File: config.mk
export PLATFORM = sky130hd
export DESIGN_NAME = leb128_encoder
export DESIGN_NICKNAME = d
export VERILOG_FILES = /design/src/rtl/leb128_encoder.sv
export SDC_FILE = /design/constraint.sdc
export NUM_CORES = 1
export LEC_CHECK = 0
export ABC_AREA = 1
export BUFFER_PORTS_ARGS = -buffer_cell sky130_fd_sc_hd__clkbuf_2
export CAP_MARGIN = 20
export CORE_AREA = 2 2 87 89
export CTS_CLUSTER_DIAMETER = 50
export DETAILED_ROUTE_END_ITERATION = 16
export DIE_AREA = 0 0 89 91
export PLACE_DENSITY = 0.94
export SLEW_MARGIN = 20
export SYNTH_ARGS = -nofsm -noshare
export SYNTH_HDL_FRONTEND = slang
export SYNTH_SLANG_ARGS = --single-unit
File: constraint.sdc
create_clock -name clk -period 2.89 [get_ports clk]
set_input_delay 0.289 -clock clk [delete_from_list [all_inputs] [get_ports clk]]
set_output_delay 0.289 -clock clk [all_outputs]
set_load 0.05 [all_outputs]
File: src/rtl/leb128_encoder.sv
// leb128_encoder
// ---------------------------------------------------------------------------
// Streams one 32- or 64-bit integer per transaction as a WebAssembly LEB128
// byte sequence (ULEB128 or SLEB128), one byte per clock.
//
// Parameter
//   USE_64B   : 1 = 32- and 64-bit operands; 0 = 32-bit only (in_is64 and
//               in_value[63:32] are ignored)
//
// Optional build macro
//   LEB128_ENC_PAD_EN : adds in_pad. When a value is accepted with in_pad=1
//               it is emitted in padded form, always 5 (i32) or 10 (i64) bytes.
//
// Ports
//   clk        clock, all logic on the rising edge
//   reset      synchronous, active-high
//   in_valid   value offered
//   in_ready   encoder idle and able to accept a value
//   in_value   operand; only [31:0] is used for i32
//   in_signed  1 = SLEB128, 0 = ULEB128
//   in_is64    1 = i64 operand, 0 = i32
//   in_pad     (LEB128_ENC_PAD_EN only) request the padded form
//   out_valid  out_byte is valid
//   out_ready  sink accepts the byte
//   out_byte   {continuation, payload[6:0]}
//   out_last   current byte is the last byte of the value
//   out_count  0-based index of the current byte within the value
//   busy       encoding in progress (inverse of in_ready)
// ---------------------------------------------------------------------------
module leb128_encoder #(
    parameter bit USE_64B = 1'b1
) (
    input  logic        clk,
    input  logic        reset,
    input  logic        in_valid,
    output logic        in_ready,
    input  logic [63:0] in_value,
    input  logic        in_signed,
    input  logic        in_is64,
`ifdef LEB128_ENC_PAD_EN
    input  logic        in_pad,
`endif
    output logic        out_valid,
    input  logic        out_ready,
    output logic [7:0]  out_byte,
    output logic        out_last,
    output logic [3:0]  out_count,
    output logic        busy
);

    typedef enum logic {
        ST_IDLE = 1'b0,
        ST_EMIT = 1'b1
    } state_t;

    state_t      state_q, state_d;
    logic [63:0] work_q, work_d;
    logic        signed_q, signed_d;
    logic [3:0]  count_q, count_d;
`ifdef LEB128_ENC_PAD_EN
    logic        pad_q, pad_d;
    logic        is64_q, is64_d;
    logic [3:0]  last_idx;
`endif

    logic        accept_is64;
    logic [63:0] accept_value;
    logic        upper_zero;
    logic        upper_ones;
    logic        natural_term;
    logic        term;
    logic [63:0] work_shifted;

    // Operand width/extension resolved at accept so the emit path only ever
    // sees a 64-bit register; i32 values are sign- or zero-extended so the
    // same termination test works for both widths.
    always_comb begin
        accept_is64 = USE_64B && in_is64;
        if (accept_is64) begin
            accept_value = in_value;
        end else if (in_signed) begin
            accept_value = {{32{in_value[31]}}, in_value[31:0]};
        end else begin
            accept_value = {32'h0, in_value[31:0]};
        end
    end

    // Termination looks at what would remain after this byte: nothing left
    // (unsigned), or only sign bits that agree with payload bit 6 (signed).
    always_comb begin
        upper_zero   = ~|work_q[63:7];
        upper_ones   = &work_q[63:7];
        natural_term = signed_q ? ((upper_zero && !work_q[6]) || (upper_ones && work_q[6]))
                                : upper_zero;
`ifdef LEB128_ENC_PAD_EN
        last_idx = is64_q ? 4'd9 : 4'd4;
        // Padded form: always run to the maximum length. By that index the
        // natural test is guaranteed true, so the stream stays well formed.
        term     = pad_q ? (count_q == last_idx) : natural_term;
`else
        term     = natural_term;
`endif
        work_shifted = signed_q ? {{7{work_q[63]}}, work_q[63:7]}
                                : {7'h00, work_q[63:7]};
    end

    always_comb begin
        state_d  = state_q;
        work_d   = work_q;
        signed_d = signed_q;
        count_d  = count_q;
`ifdef LEB128_ENC_PAD_EN
        pad_d    = pad_q;
        is64_d   = is64_q;
`endif
        case (state_q)
            ST_IDLE: begin
                if (in_valid) begin
                    work_d   = accept_value;
                    signed_d = in_signed;
                    count_d  = 4'd0;
`ifdef LEB128_ENC_PAD_EN
                    pad_d    = in_pad;
                    is64_d   = accept_is64;
`endif
                    state_d  = ST_EMIT;
                end
            end
            ST_EMIT: begin
                if (out_ready) begin
                    if (term) begin
                        state_d = ST_IDLE;
                        count_d = 4'd0;
                    end else begin
                        work_d  = work_shifted;
                        count_d = count_q + 4'd1;
                    end
                end
            end
            default: begin
                state_d = ST_IDLE;
            end
        endcase
    end

    always_ff @(posedge clk) begin
        if (reset) begin
            state_q  <= ST_IDLE;
            work_q   <= 64'h0;
            signed_q <= 1'b0;
            count_q  <= 4'd0;
`ifdef LEB128_ENC_PAD_EN
            pad_q    <= 1'b0;
            is64_q   <= 1'b0;
`endif
        end else begin
            state_q  <= state_d;
            work_q   <= work_d;
            signed_q <= signed_d;
            count_q  <= count_d;
`ifdef LEB128_ENC_PAD_EN
            pad_q    <= pad_d;
            is64_q   <= is64_d;
`endif
        end
    end

    // Outputs decode registered state only; while stalled nothing they depend
    // on changes, so the byte is held stable for the sink.
    always_comb begin
        in_ready  = (state_q == ST_IDLE);
        busy      = (state_q == ST_EMIT);
        out_valid = (state_q == ST_EMIT);
        out_byte  = (state_q == ST_EMIT) ? {!term, work_q[6:0]} : 8'h00;
        out_last  = (state_q == ST_EMIT) && term;
        out_count = count_q;
    end

endmodule

Word level (Yosys, flattened, before mapping)
Index checks and enable logic that the tools add are counted.
{"block": "classes", "n_eq_ne": 4, "bitwise_logic": 1, "muxes": 17, "reduce_logical": 13, "n_addsub": 1}
{"operator": "64-bit 2-to-1 mux", "n": 6}
{"operator": "64-bit one-hot mux with 2 select lines", "n": 1}
{"operator": "57-bit AND reduction", "n": 1}
{"operator": "57-bit OR reduction", "n": 1}
{"operator": "4-bit 2-to-1 mux", "n": 3}
{"operator": "8-bit 2-to-1 mux", "n": 1}
{"operator": "2-bit != test, second input constant", "n": 4}
{"operator": "4-bit one-hot mux with 2 select lines", "n": 1}
{"operator": "4-bit by 1-bit adder with 4-bit output, second input constant", "n": 1}
{"operator": "1-bit 2-to-1 mux", "n": 4}
{"operator": "2-bit AND reduction", "n": 2}
{"operator": "4-bit AND reduction", "n": 1}
{"operator": "1-bit logical AND", "n": 3}
{"operator": "1-bit zero test", "n": 3}
{"operator": "3-bit AND reduction", "n": 1}
{"operator": "1-bit one-hot mux with 2 select lines", "n": 1}
{"operator": "1-bit logical OR", "n": 1}
{"operator": "1-bit inverter", "n": 1}
{"block": "totals", "in_bits": 70, "elab_cells": 41, "output_inout_bits": 16, "reg_bits": 70}

Longest topological paths before layout
{"block": "depth", "ltp_word": 8, "ltp_mapped": 14, "mapped_depth_nobuf": 13}

Least setup slack after synthesis
Ideal clock, no wire load.
{"block": "synth_path", "path_type": "register -> output", "startpoint": "reg state_q (netlist: busy)", "endpoint": "out out_byte[7]", "t_arrival_ns": 1.654, "path_slack_ns": 0.947, "n_path_buf": 2, "path_stages_with_launch": 5, "required_time_ns": 2.601, "cell_sequence": "dfxtp_1 > buf_2 > clkbuf_1 > nand3_1 > inv_1"}
{"block": "synth_via", "elab_chain_cells": 1}
{"element": "start, declared", "line": "56", "source": "state_t state_q, state_d;"}
{"element": "start signal, assigned", "line": "157", "source": "state_q <= state_d;"}
{"element": "8-bit 2-to-1 mux", "line": "174", "source": "out_byte = (state_q == ST_EMIT) ? {!term, work_q[6:0]} : 8'h00;"}
{"element": "end, declared", "line": "45", "source": "output logic [7:0] out_byte,"}
Every way passes these cells.

Final worst setup path
{"block": "layout_path", "startpoint": "reg work_q[30]", "endpoint": "reg work_q[25]"}
{"block": "layout_via", "elab_chain_cells": 7, "elab_cells_between_ends": 9, "classes_between": "1 x eq/ne; 1 x mux; 7 x reduce/logical"}
{"element": "start, declared", "line": "57", "source": "logic [63:0] work_q, work_d;"}
{"element": "start signal, assigned", "line": "158", "source": "work_q <= work_d;"}
{"element": "57-bit OR reduction", "line": "91", "source": "upper_zero = ~|work_q[63:7];"}
{"element": "1-bit zero test", "line": "91"}
{"element": "1-bit logical AND", "line": "93", "source": "natural_term = signed_q ? ((upper_zero && !work_q[6]) || (upper_ones && work_q[6]))"}
{"element": "1-bit logical OR", "line": "93"}
{"element": "1-bit 2-to-1 mux *", "line": "93"}
{"element": "2-bit != test (no line) *"}
{"element": "3-bit AND reduction (no line) *"}
Mark *: on every way between the ends. The rest lies on a longest branch, timed or not.
A chain may end at the register's enable or synchronous reset.

==> key figures <==
Logic synthesis
  – Post-synthesis sequential area ratio: 34.3%
  – Mux cell area share after synthesis: 0%
  – Post-synth EDFFs: 0
  – Avg Cell Area, Syn: 5.90 µm²
  – Simple-gate share of the synthesized area: 40.0%
  – Ys Warns: 0
  – Yosys cell types: 20
  – Gate Count Post-Synth: 693
  – Top FF cell, synth: dfxtp_1
  – Synth Area in Adders: 0.306%
  – Syn_nets: 764
  – Post-Syn Area: 4090 µm²
  – Synth Area in XOR/XNOR: 0.428%
  – Largest family of logic cells by synthesized area: simple AND/OR/NAND/NOR gates
  – Asr flop ratio synth: 0%
  – Post-synthesis compound-gate area fraction: 15.7%
  – Post-synthesis register bit count: 70

Critical path
  – Max incr delay on CP: 0.41 ns
  – Startpoint class of the critical path: flop
  – Worst endpoint data arrival time: 2.68 ns
  – Critical path capture point type: flop
  – Crit path kind: reg -> reg
  – CP max FO: 36
  – CP required: 3.17 ns
  – Critical-path top delay cell: buf_4
  – Crit-path most repeated cell: nand2_1
  – Cells along the critical path: nand2_1, inv_1, nand2_1, nor2_1, nand2_1, nor2_1, nand2_1, nand2_1, nand2_2, nand2_2, buf_4, nand2_1, a21oi_1

Route
  – Wirelength, routed: 11.4 mm
  – Via count: 4698
  – DR DRC count: 0
  – Initial drt markers: 523
  – Vias/cell: 5.51
  – Drt pass-1 iters: 5
  – Post-DRT Antenna Nets: 0
  – Routed wire length per instance: 13.4 µm

Global routing
  – Total GRT Usage: 29.1%
  – Largest net degree at the start of global routing: 83
  – First-pass GRT wire length: 19.0 mm
  – Antenna violations before repair: 0
  – GRT overflow: 0
  – Vias in the first global route: 4175

Timing
  – RSZ-0062 raised after global routing: no
  – Final Hold Viols: 0
  – Final Max Slew Viols: 0
  – Final min period: 2.41 ns
  – Finish-stage setup viols: 0
  – Hold slack: 0.251 ns
  – Slew headroom: 60.8%
  – FMAX: 415 MHz
  – TNS Setup: 0 ns
  – Final period util: 83.3%
  – Slew @ Worst Pin: 0.587 ns
  – Final Skew: 0.0101 ns

Clock tree
  – Root Driver: clkbuf_8
  – CTS tree: done
  – H-tree depth: 3
  – Setup Buffers After CTS: 0
  – CTS clock-pin slew for the worst setup and hold paths: 0.08 ns
  – CTS resizes: 0
  – CTS max path bufs: 2
  – # clock sinks: 70
  – Cts bufs inserted: 9
  – Hold_buf cts: 0
  – Worst-Skew Late Latency: 0.35 ns

Layout
  – Final-stage net count: 820
  – P&R area growth vs syn: 15.2%
  – Most frequent cells in the layout: nand2_1 (249), a21oi_1 (108), clkbuf_2 (85)
  – ANT cells: 0
  – Core Util, Final: 66.0%
  – Number of fill cells in the layout: 677
  – Most common cell after layout, fill and taps aside: nand2_1
  – Layout cells sized above 1: 15.5%
  – Layout Cells excl Fill: 853

Pwr
  – Leakage power: 2.36 nW
  – Total chip power: 2.63 mW
  – Worst VDD drop: 0.463 mV
  – PwrDens: 558 nW/µm²

Floorplan
  – Row count: 31
  – Die ar.: 8100 µm²
  – Die Y: 91 µm
  – Ports: 86
  – Core area: 7140 µm²
  – Initial Utilization: 57.3%
  – Die width: 89 µm

Min path
  – HP Class: in -> reg

Place
  – Placed cells: 837
  – Hpwl dp: 7.68 mm
  – Final RePlAce weighted congestion: 0.900
  – IO Port Bufs: 85

Run status
  – Status: finished, final reports clean

Flow run
  – Max_cap viols: 0
-- per-layer routing --
| metal | up-vias | global-route usage (%) | part of all wire (%) |
|---|---|---|---|
| met3 | 30 | 4.64 | 8.5 |
| met2 | 249 | 46.3 | 49 |
| met1 | 2095 | 38.8 | 40 |
| met4 | 0 | 11.9 | 2.3 |
| li1 | 2324 | - | - |
| met5 | - | 0 | 0 |
-- power by group --
part	switching, mW	internal, mW
sequential	0.0912	1.05
clock	0.382	0.510
combinational	0.382	0.218
total	0.855	1.78
-- area by class of cell --
class                   instances  area [µm²]  area share [%]
clock buffers                  11         141            3.00
clock inverters                 5        82.6            1.75
inverters                      36         135            2.87
multi-input cells             536        2310            49.0
flip-flops and latches         70        1400            29.8
well taps                      99         124            2.63
repair buffers                 96         520            11.0
-- registers in the layout (all words and copies together) (netlist names) --
name       cells
out_count      4
work_q        64
signed_q       1
busy           1
-- per-stage QoR --
stage / cell area [µm²] / setup WS, ns
after floorplan: 4090 / 0.947
after global placement: 4490 / 0.752
after detailed placement: 4490 / 0.609
after global routing: 4710 / 0.273
final: 4710 / 0.483
after CTS: 4710 / 0.537
-- worst max-delay path: cells and delay by family (launching register included) --
kind	cells	cell delay, ns
flops	1	0.39
compound gates	1	0.16
buf+inv	2	0.47
simple gates	10	1.30
-- worst paths after layout --
check / start / endpoint / slack, ns / cells after the start
hold / removal: in_signed / signed_q$_SDFFE_PP0P_ / 0.25 / 3
setup / recovery: work_q[30]$_SDFFE_PP0P_ / work_q[25]$_SDFFE_PP0P_ / 0.48 / 13
hold reg to reg: work_q[2]$_SDFFE_PP0P_ / work_q[2]$_SDFFE_PP0P_ / 0.47 / 2
setup reg to reg: work_q[30]$_SDFFE_PP0P_ / work_q[25]$_SDFFE_PP0P_ / 0.48 / 13
-- synthesized netlist by cell type, types with 3 or more instances --
cell type | n | area, µm²
dfxtp_1 | 70 | 1400
o21ai_0 | 14 | 70.1
nand2_2 | 3 | 18.8
buf_2 | 16 | 80.1
clkbuf_1 | 26 | 97.6
a22oi_1 | 3 | 22.5
nor2_1 | 79 | 297
buf_4 | 6 | 45.0
nand3_1 | 69 | 345
inv_1 | 35 | 131
a21oi_1 | 108 | 541
nand2_1 | 250 | 938
nand4_1 | 4 | 25.0
-- logic make-up after synthesis --
logic type,count (synthesis)
AND/OR/NAND/NOR,407
AO/OA/AOI/OAI,126
buffers and inverters,87
flip-flops,70
XOR/XNOR,2
adder cells (fa/ha/maj),1
No activity file was read; power rests on OpenSTA's default activity.
